==> src/rtl/apb_req_arbiter.sv <==
// apb_req_arbiter: round-robin arbiter that lets two local requesters share a
// single 8-bit APB slave. Each granted request runs through the APB SETUP and
// ACCESS phases, and its result (read data, slave error or timeout) goes back
// to the requester that owns the transfer. Only one transfer is in flight.
module apb_req_arbiter #(
  parameter int unsigned TIMEOUT = 15  // ACCESS cycles without pready before abort; 0 = never
) (
  input  logic        clk,
  input  logic        presetn,
  // local requesters
  input  logic [1:0]  req_valid,
  input  logic [1:0]  req_write,
  input  logic [15:0] req_addr,
  input  logic [15:0] req_wdata,
  output logic [1:0]  req_ack,
  output logic [1:0]  rsp_valid,
  output logic [7:0]  rsp_rdata,
  output logic        rsp_err,
  // APB master side
  output logic        psel,
  output logic        penable,
  output logic        pwrite,
  output logic [7:0]  paddr,
  output logic [7:0]  pwdata,
  input  logic [7:0]  prdata,
  input  logic        pready,
  input  logic        pslverr
);

  // Counter value one below the limit: the abort fires on the pready-low edge
  // that would make the counter reach TIMEOUT.
  localparam logic [7:0] TIMEOUT_M1 = 8'(TIMEOUT - 1);
  localparam bit         TIMEOUT_EN = (TIMEOUT != 0);

  typedef enum logic [1:0] {
    IDLE   = 2'd0,
    SETUP  = 2'd1,
    ACCESS = 2'd2
  } state_t;

  state_t      state_reg, state_next;

  logic        psel_reg, psel_next;
  logic        penable_reg, penable_next;
  logic        pwrite_reg, pwrite_next;
  logic [7:0]  paddr_reg, paddr_next;
  logic [7:0]  pwdata_reg, pwdata_next;
  logic [1:0]  req_ack_reg, req_ack_next;
  logic [1:0]  rsp_valid_reg, rsp_valid_next;
  logic [7:0]  rsp_rdata_reg, rsp_rdata_next;
  logic        rsp_err_reg, rsp_err_next;
  logic        owner_reg, owner_next;
  logic        last_grant_reg, last_grant_next;
  logic [7:0]  wait_cnt_reg, wait_cnt_next;

  // Per-requester views of the packed request buses
  logic [7:0]  req_addr_arr  [2];
  logic [7:0]  req_wdata_arr [2];
  logic [1:0]  win_onehot;
  logic [1:0]  owner_onehot;

  logic        any_req;
  logic        win;
  logic        timeout_hit;

  generate
    for (genvar gi = 0; gi < 2; gi++) begin : g_req
      assign req_addr_arr[gi]  = req_addr[8*gi +: 8];
      assign req_wdata_arr[gi] = req_wdata[8*gi +: 8];
      assign win_onehot[gi]    = (win == 1'(gi));
      assign owner_onehot[gi]  = (owner_reg == 1'(gi));
    end
  endgenerate

  assign timeout_hit = TIMEOUT_EN && (wait_cnt_reg == TIMEOUT_M1);

  // Round-robin pick: a lone requester wins, a tie goes to whoever was not granted last
  always_comb begin
    any_req = |req_valid;
    if (req_valid == 2'b11) begin
      win = ~last_grant_reg;
    end else begin
      win = req_valid[1];
    end
  end

  // FSM state register
  always_ff @(posedge clk or negedge presetn) begin
    if (!presetn) begin
      state_reg <= IDLE;
    end else begin
      state_reg <= state_next;
    end
  end

  // FSM next-state logic; pready takes priority over a coincident timeout
  always_comb begin
    state_next = state_reg;
    case (state_reg)
      IDLE:    if (any_req) state_next = SETUP;
      SETUP:   state_next = ACCESS;
      ACCESS:  if (pready || timeout_hit) state_next = IDLE;
      default: state_next = IDLE;
    endcase
  end

  // FSM output logic: next values of every registered output and datapath register
  always_comb begin
    psel_next       = (state_next != IDLE);
    penable_next    = (state_next == ACCESS);
    pwrite_next     = pwrite_reg;
    paddr_next      = paddr_reg;
    pwdata_next     = pwdata_reg;
    req_ack_next    = 2'b00;
    rsp_valid_next  = 2'b00;
    rsp_rdata_next  = rsp_rdata_reg;
    rsp_err_next    = rsp_err_reg;
    owner_next      = owner_reg;
    last_grant_next = last_grant_reg;
    wait_cnt_next   = wait_cnt_reg;
    case (state_reg)
      IDLE: begin
        if (any_req) begin
          pwrite_next     = req_write[win];
          paddr_next      = req_addr_arr[win];
          pwdata_next     = req_wdata_arr[win];
          req_ack_next    = win_onehot;
          owner_next      = win;
          last_grant_next = win;
          wait_cnt_next   = 8'd0;
        end
      end
      SETUP: begin
        wait_cnt_next = wait_cnt_reg;
      end
      ACCESS: begin
        if (pready) begin
          rsp_valid_next = owner_onehot;
          rsp_err_next   = pslverr;
          rsp_rdata_next = pwrite_reg ? 8'h00 : prdata;
          wait_cnt_next  = 8'd0;
        end else if (timeout_hit) begin
          rsp_valid_next = owner_onehot;
          rsp_err_next   = 1'b1;
          rsp_rdata_next = 8'h00;
          wait_cnt_next  = 8'd0;
        end else begin
          wait_cnt_next  = wait_cnt_reg + 8'd1;
        end
      end
      default: begin
        wait_cnt_next = 8'd0;
      end
    endcase
  end

  // Output and datapath registers; reset drops the bus and cancels any transfer
  always_ff @(posedge clk or negedge presetn) begin
    if (!presetn) begin
      psel_reg       <= 1'b0;
      penable_reg    <= 1'b0;
      pwrite_reg     <= 1'b0;
      paddr_reg      <= 8'h00;
      pwdata_reg     <= 8'h00;
      req_ack_reg    <= 2'b00;
      rsp_valid_reg  <= 2'b00;
      rsp_rdata_reg  <= 8'h00;
      rsp_err_reg    <= 1'b0;
      owner_reg      <= 1'b0;
      last_grant_reg <= 1'b1;
      wait_cnt_reg   <= 8'd0;
    end else begin
      psel_reg       <= psel_next;
      penable_reg    <= penable_next;
      pwrite_reg     <= pwrite_next;
      paddr_reg      <= paddr_next;
      pwdata_reg     <= pwdata_next;
      req_ack_reg    <= req_ack_next;
      rsp_valid_reg  <= rsp_valid_next;
      rsp_rdata_reg  <= rsp_rdata_next;
      rsp_err_reg    <= rsp_err_next;
      owner_reg      <= owner_next;
      last_grant_reg <= last_grant_next;
      wait_cnt_reg   <= wait_cnt_next;
    end
  end

  assign psel      = psel_reg;
  assign penable   = penable_reg;
  assign pwrite    = pwrite_reg;
  assign paddr     = paddr_reg;
  assign pwdata    = pwdata_reg;
  assign req_ack   = req_ack_reg;
  assign rsp_valid = rsp_valid_reg;
  assign rsp_rdata = rsp_rdata_reg;
  assign rsp_err   = rsp_err_reg;

endmodule

==> config.mk <==
export PLATFORM = sky130hd
export DESIGN_NAME = apb_req_arbiter
export DESIGN_NICKNAME = d
export VERILOG_FILES = /design/src/rtl/apb_req_arbiter.sv
export SDC_FILE = /design/constraint.sdc
export NUM_CORES = 1
export LEC_CHECK = 0
export BUFFER_PORTS_ARGS = -buffer_cell sky130_fd_sc_hd__buf_4
export CORE_ASPECT_RATIO = 1.5
export CORE_MARGIN = 2
export CORE_UTILIZATION = 47
export CTS_CLUSTER_DIAMETER = 200
export DETAILED_ROUTE_END_ITERATION = 8
export PLACE_DENSITY = 0.79
export SYNTH_ARGS = -nofsm -noshare
export SYNTH_HDL_FRONTEND = slang
export SYNTH_SLANG_ARGS = --single-unit
export TNS_END_PERCENT = 1
==> constraint.sdc <==
create_clock -name clk -period 1.8 [get_ports clk]
set_input_delay 0.09 -clock clk [delete_from_list [all_inputs] [get_ports clk]]
set_output_delay 0.09 -clock clk [all_outputs]
set_load 0.01 [all_outputs]
==> results.cfg <==
[cts]
cts.root.buffer_cell = sky130_fd_sc_hd__clkbuf_8
cts_tree = yes
worst_skew_pair.late_latency_ns = 0.29
cts-htree-levels = 2
clockBufferDepth = 2
cts.sinks = 44
tritoncts.num_buffers = 5
clk_pin_slew_worst_paths_ns = 0.08

[floorplanning]
pin_count = 80
placementRows = 28
chipWidth_um = 55.5
core_area_um2 = 3890
die_height_um = 81.3
floorplan.initialDensity_pct = 48.1
die_area_um2 = 4510

[cells_and_area]
antenna_cells = 0
synthToLayoutAreaGrowth_pct = 39.7
layout_commonest_cell = sky130_fd_sc_hd__buf_4
top_library_cells_by_usage_in_the_layout_fill_and_taps_aside = sky130_fd_sc_hd__buf_4 (83), sky130_fd_sc_hd__dfrtp_1 (43), sky130_fd_sc_hd__nand2_1 (16), sky130_fd_sc_hd__mux2i_1 (11), sky130_fd_sc_hd__o21ai_1 (9)
nets = 297
drive_gt1_share_pct = 39.9

[placed_design]
port_buffers = 79
final_weighted_congestion_of_routability_driven_global_placement = 0.809
hpwl_after_detailed_placement_um = 3120
place_worst_setup_slack_ns = 0.0871

[timing]
hold_violations = 0
setup_slack_ns = 0.181
finClkSkew_ns = 0.00708
min_period_ns = 1.62
clock.fmax_ghz = 0.618
final_max_slew_viol_count = 0
maxSlewHeadroom_pct = 54.0
rsz0062_at_grt = false
setup_total_negative_slack_ns = 0
final-setup-viol-count = 0
timing.final.crit_share_pct = 89.9
whs_ns = 0.0150
worst_slew_pin_slew_ns = 0.690

[detailed_routing]
drt_first_iter_violations = 31
vias_per_cell = 5.23
drc_errors = 0
finalWirelength_um = 4180
routedWlPerCell_um = 14.2
drt-pass1-iter-count = 4
post_detailed_route_count_of_antenna_violating_nets = 0
num_vias = 1533

[yosys]
ys.warnings.count = 0
register_area_share_after_synthesis_pct = 58.9
post_synth_instance_area_um2 = 1870
netlist_instances = 162
number_of_distinct_library_cells_after_synthesis = 32
syn_nets = 212
synth_seq_cells = 44
syn_avg_cell_area_um2 = 11.6

[global_route]
grt_start_max_net_pins = 45
number_of_antenna_violations_at_the_first_check_in_global_routing = 0
final_global_route_overflow_total = 0
gr-usage-all-layers_pct = 19.5
first_global_vias = 1521
first_pass_grt_wire_length_um = 6910

[power_and_ir_drop]
power.ir.vdd_worst_mv = 0.972
power_mw = 3.86
leakagePower_nw = 1.34
power_density_nw_per_um2 = 1480

[run]
drv.max_cap_violation_count = 0

[setup_path]
worst_ep_required_time_ns = 2.02
kind_of_start_point_of_the_critical_path = register
arrival_ns = 1.84
setup.worst_path.class = register to register
critPathMaxFanout = 11
worstSetupEndpointType = register

[status]
status = complete, no violations

[min_path]
hp-class = input pin to register
[area by class of cell]
cell class / count / area (µm²)
clock buffer: 6 / 72.6
clock inverter: 2 / 12.5
fill: 298 / 1270
inverter: 5 / 18.8
multi-input combinational: 107 / 719
sequential: 44 / 1100
tap: 45 / 56.3
timing repair buffer: 84 / 633
[routing by layer]
layer	share of wire (%)	global-route usage (%)	wire length [µm]
met5	0	0	0
met4	0.98	5.85	41
met3	6.9	5.89	288
met2	51	34.4	2120
met1	41	22.8	1720
[metrics by stage]
stage | cells | util, % | cell area (µm²)
2_1_floorplan | 162 | - | 1870
3_3_place_gp | 284 | 64.7 | 2520
3_5_place_dp | 284 | 64.7 | 2520
4_1_cts | 293 | 67.2 | 2610
5_1_grt | 293 | 67.2 | 2620
6_report | 293 | 67.2 | 2620
[report_power, final]
part	switching [mW]	internal, mW	total [mW]
Clock	0.323	0.271	0.594
Combinational	0.799	0.837	1.64
Sequential	0.249	1.38	1.63
Total	1.37	2.49	3.86
[worst max-delay path, cell delays in order, from the launching register on]
cell and delay (ns):
sky130_fd_sc_hd__dfrtp_1 0.44, sky130_fd_sc_hd__inv_1 0.07, sky130_fd_sc_hd__ha_1 0.19, sky130_fd_sc_hd__and3_1 0.17, sky130_fd_sc_hd__a21oi_1 0.20, sky130_fd_sc_hd__nand2b_2 0.29
sky130_fd_sc_hd__a22o_1 0.19
[logic make-up (layout without fill, tap and decap cells)]
kind of cell | count (synthesis) | in the layout | share of synthesized area (%)
xor gates and xnor gates | 4 | 4 | 1.87
DFF | 44 | 44 | 58.9
AOI/OAI and AO/OA | 46 | 46 | 17.6
and+or+nand+nor | 44 | 44 | 11.6
muxes | 11 | 11 | 5.88
buffers and inverters | 11 | 97 | 2.81
adders and majority gates | 2 | 2 | 1.34
[cells in the mapped netlist]
| cell type | n | share of area [%] |
|---|---|---|
| sky130_fd_sc_hd__and3_1 | 8 | 2.7 |
| sky130_fd_sc_hd__or4_1 | 1 | 0.40 |
| sky130_fd_sc_hd__inv_1 | 5 | 1.0 |
| sky130_fd_sc_hd__nand2_1 | 16 | 3.2 |
| sky130_fd_sc_hd__a21boi_2 | 1 | 0.60 |
| sky130_fd_sc_hd__nand2b_1 | 1 | 0.33 |
| sky130_fd_sc_hd__nor2_1 | 7 | 1.4 |
| sky130_fd_sc_hd__and2_1 | 2 | 0.67 |
| sky130_fd_sc_hd__nor2b_1 | 1 | 0.33 |
| sky130_fd_sc_hd__mux2i_1 | 11 | 5.9 |
| sky130_fd_sc_hd__o211ai_1 | 3 | 1.2 |
| sky130_fd_sc_hd__o21ai_2 | 1 | 0.47 |
| sky130_fd_sc_hd__a21oi_1 | 5 | 1.3 |
| sky130_fd_sc_hd__buf_2 | 3 | 0.80 |
| sky130_fd_sc_hd__or3_1 | 1 | 0.33 |
| sky130_fd_sc_hd__a21o_1 | 2 | 0.80 |
| sky130_fd_sc_hd__o21ai_0 | 8 | 2.1 |
| sky130_fd_sc_hd__buf_6 | 1 | 0.60 |
| sky130_fd_sc_hd__xor2_1 | 4 | 1.9 |
| sky130_fd_sc_hd__o21ba_4 | 1 | 0.87 |
| sky130_fd_sc_hd__dfrtp_1 | 43 | 57 |
| sky130_fd_sc_hd__nor4_1 | 1 | 0.33 |
| sky130_fd_sc_hd__clkbuf_1 | 2 | 0.40 |
| sky130_fd_sc_hd__nand3_1 | 2 | 0.53 |
| sky130_fd_sc_hd__dfstp_2 | 1 | 1.4 |
| sky130_fd_sc_hd__a22o_1 | 8 | 3.7 |
| sky130_fd_sc_hd__o31ai_1 | 1 | 0.40 |
| sky130_fd_sc_hd__ha_1 | 2 | 1.3 |
| sky130_fd_sc_hd__o2111ai_1 | 1 | 0.47 |
| sky130_fd_sc_hd__o21ai_1 | 9 | 2.4 |
| sky130_fd_sc_hd__a221o_1 | 6 | 3.2 |
| sky130_fd_sc_hd__nor2_2 | 4 | 1.3 |
[timing repair]
item                       in CTS  in global routing
hold buffers                    1                  0
hold endpoints to repair       43                  0
setup buffers                   0                  0
setup endpoints to repair       0                 11
gates resized for setup         0                  1
[worst paths after layout]
check / start / to / slack, ns / cells past startpoint
max: wait_cnt_reg[0] / rsp_rdata[3] / 0.18 / 6
min: prdata[0] / rsp_rdata[0] / 0.01 / 2
max reg2reg: wait_cnt_reg[0] / rsp_rdata[3] / 0.18 / 6
min reg2reg: owner_reg / rsp_valid[0] / 0.48 / 1
max in group asynchronous: presetn / last_grant_reg / 1.10 / 2
min in group asynchronous: presetn / paddr[6] / 0.33 / 2
Note: power is estimated with default switching activity, not from simulation.
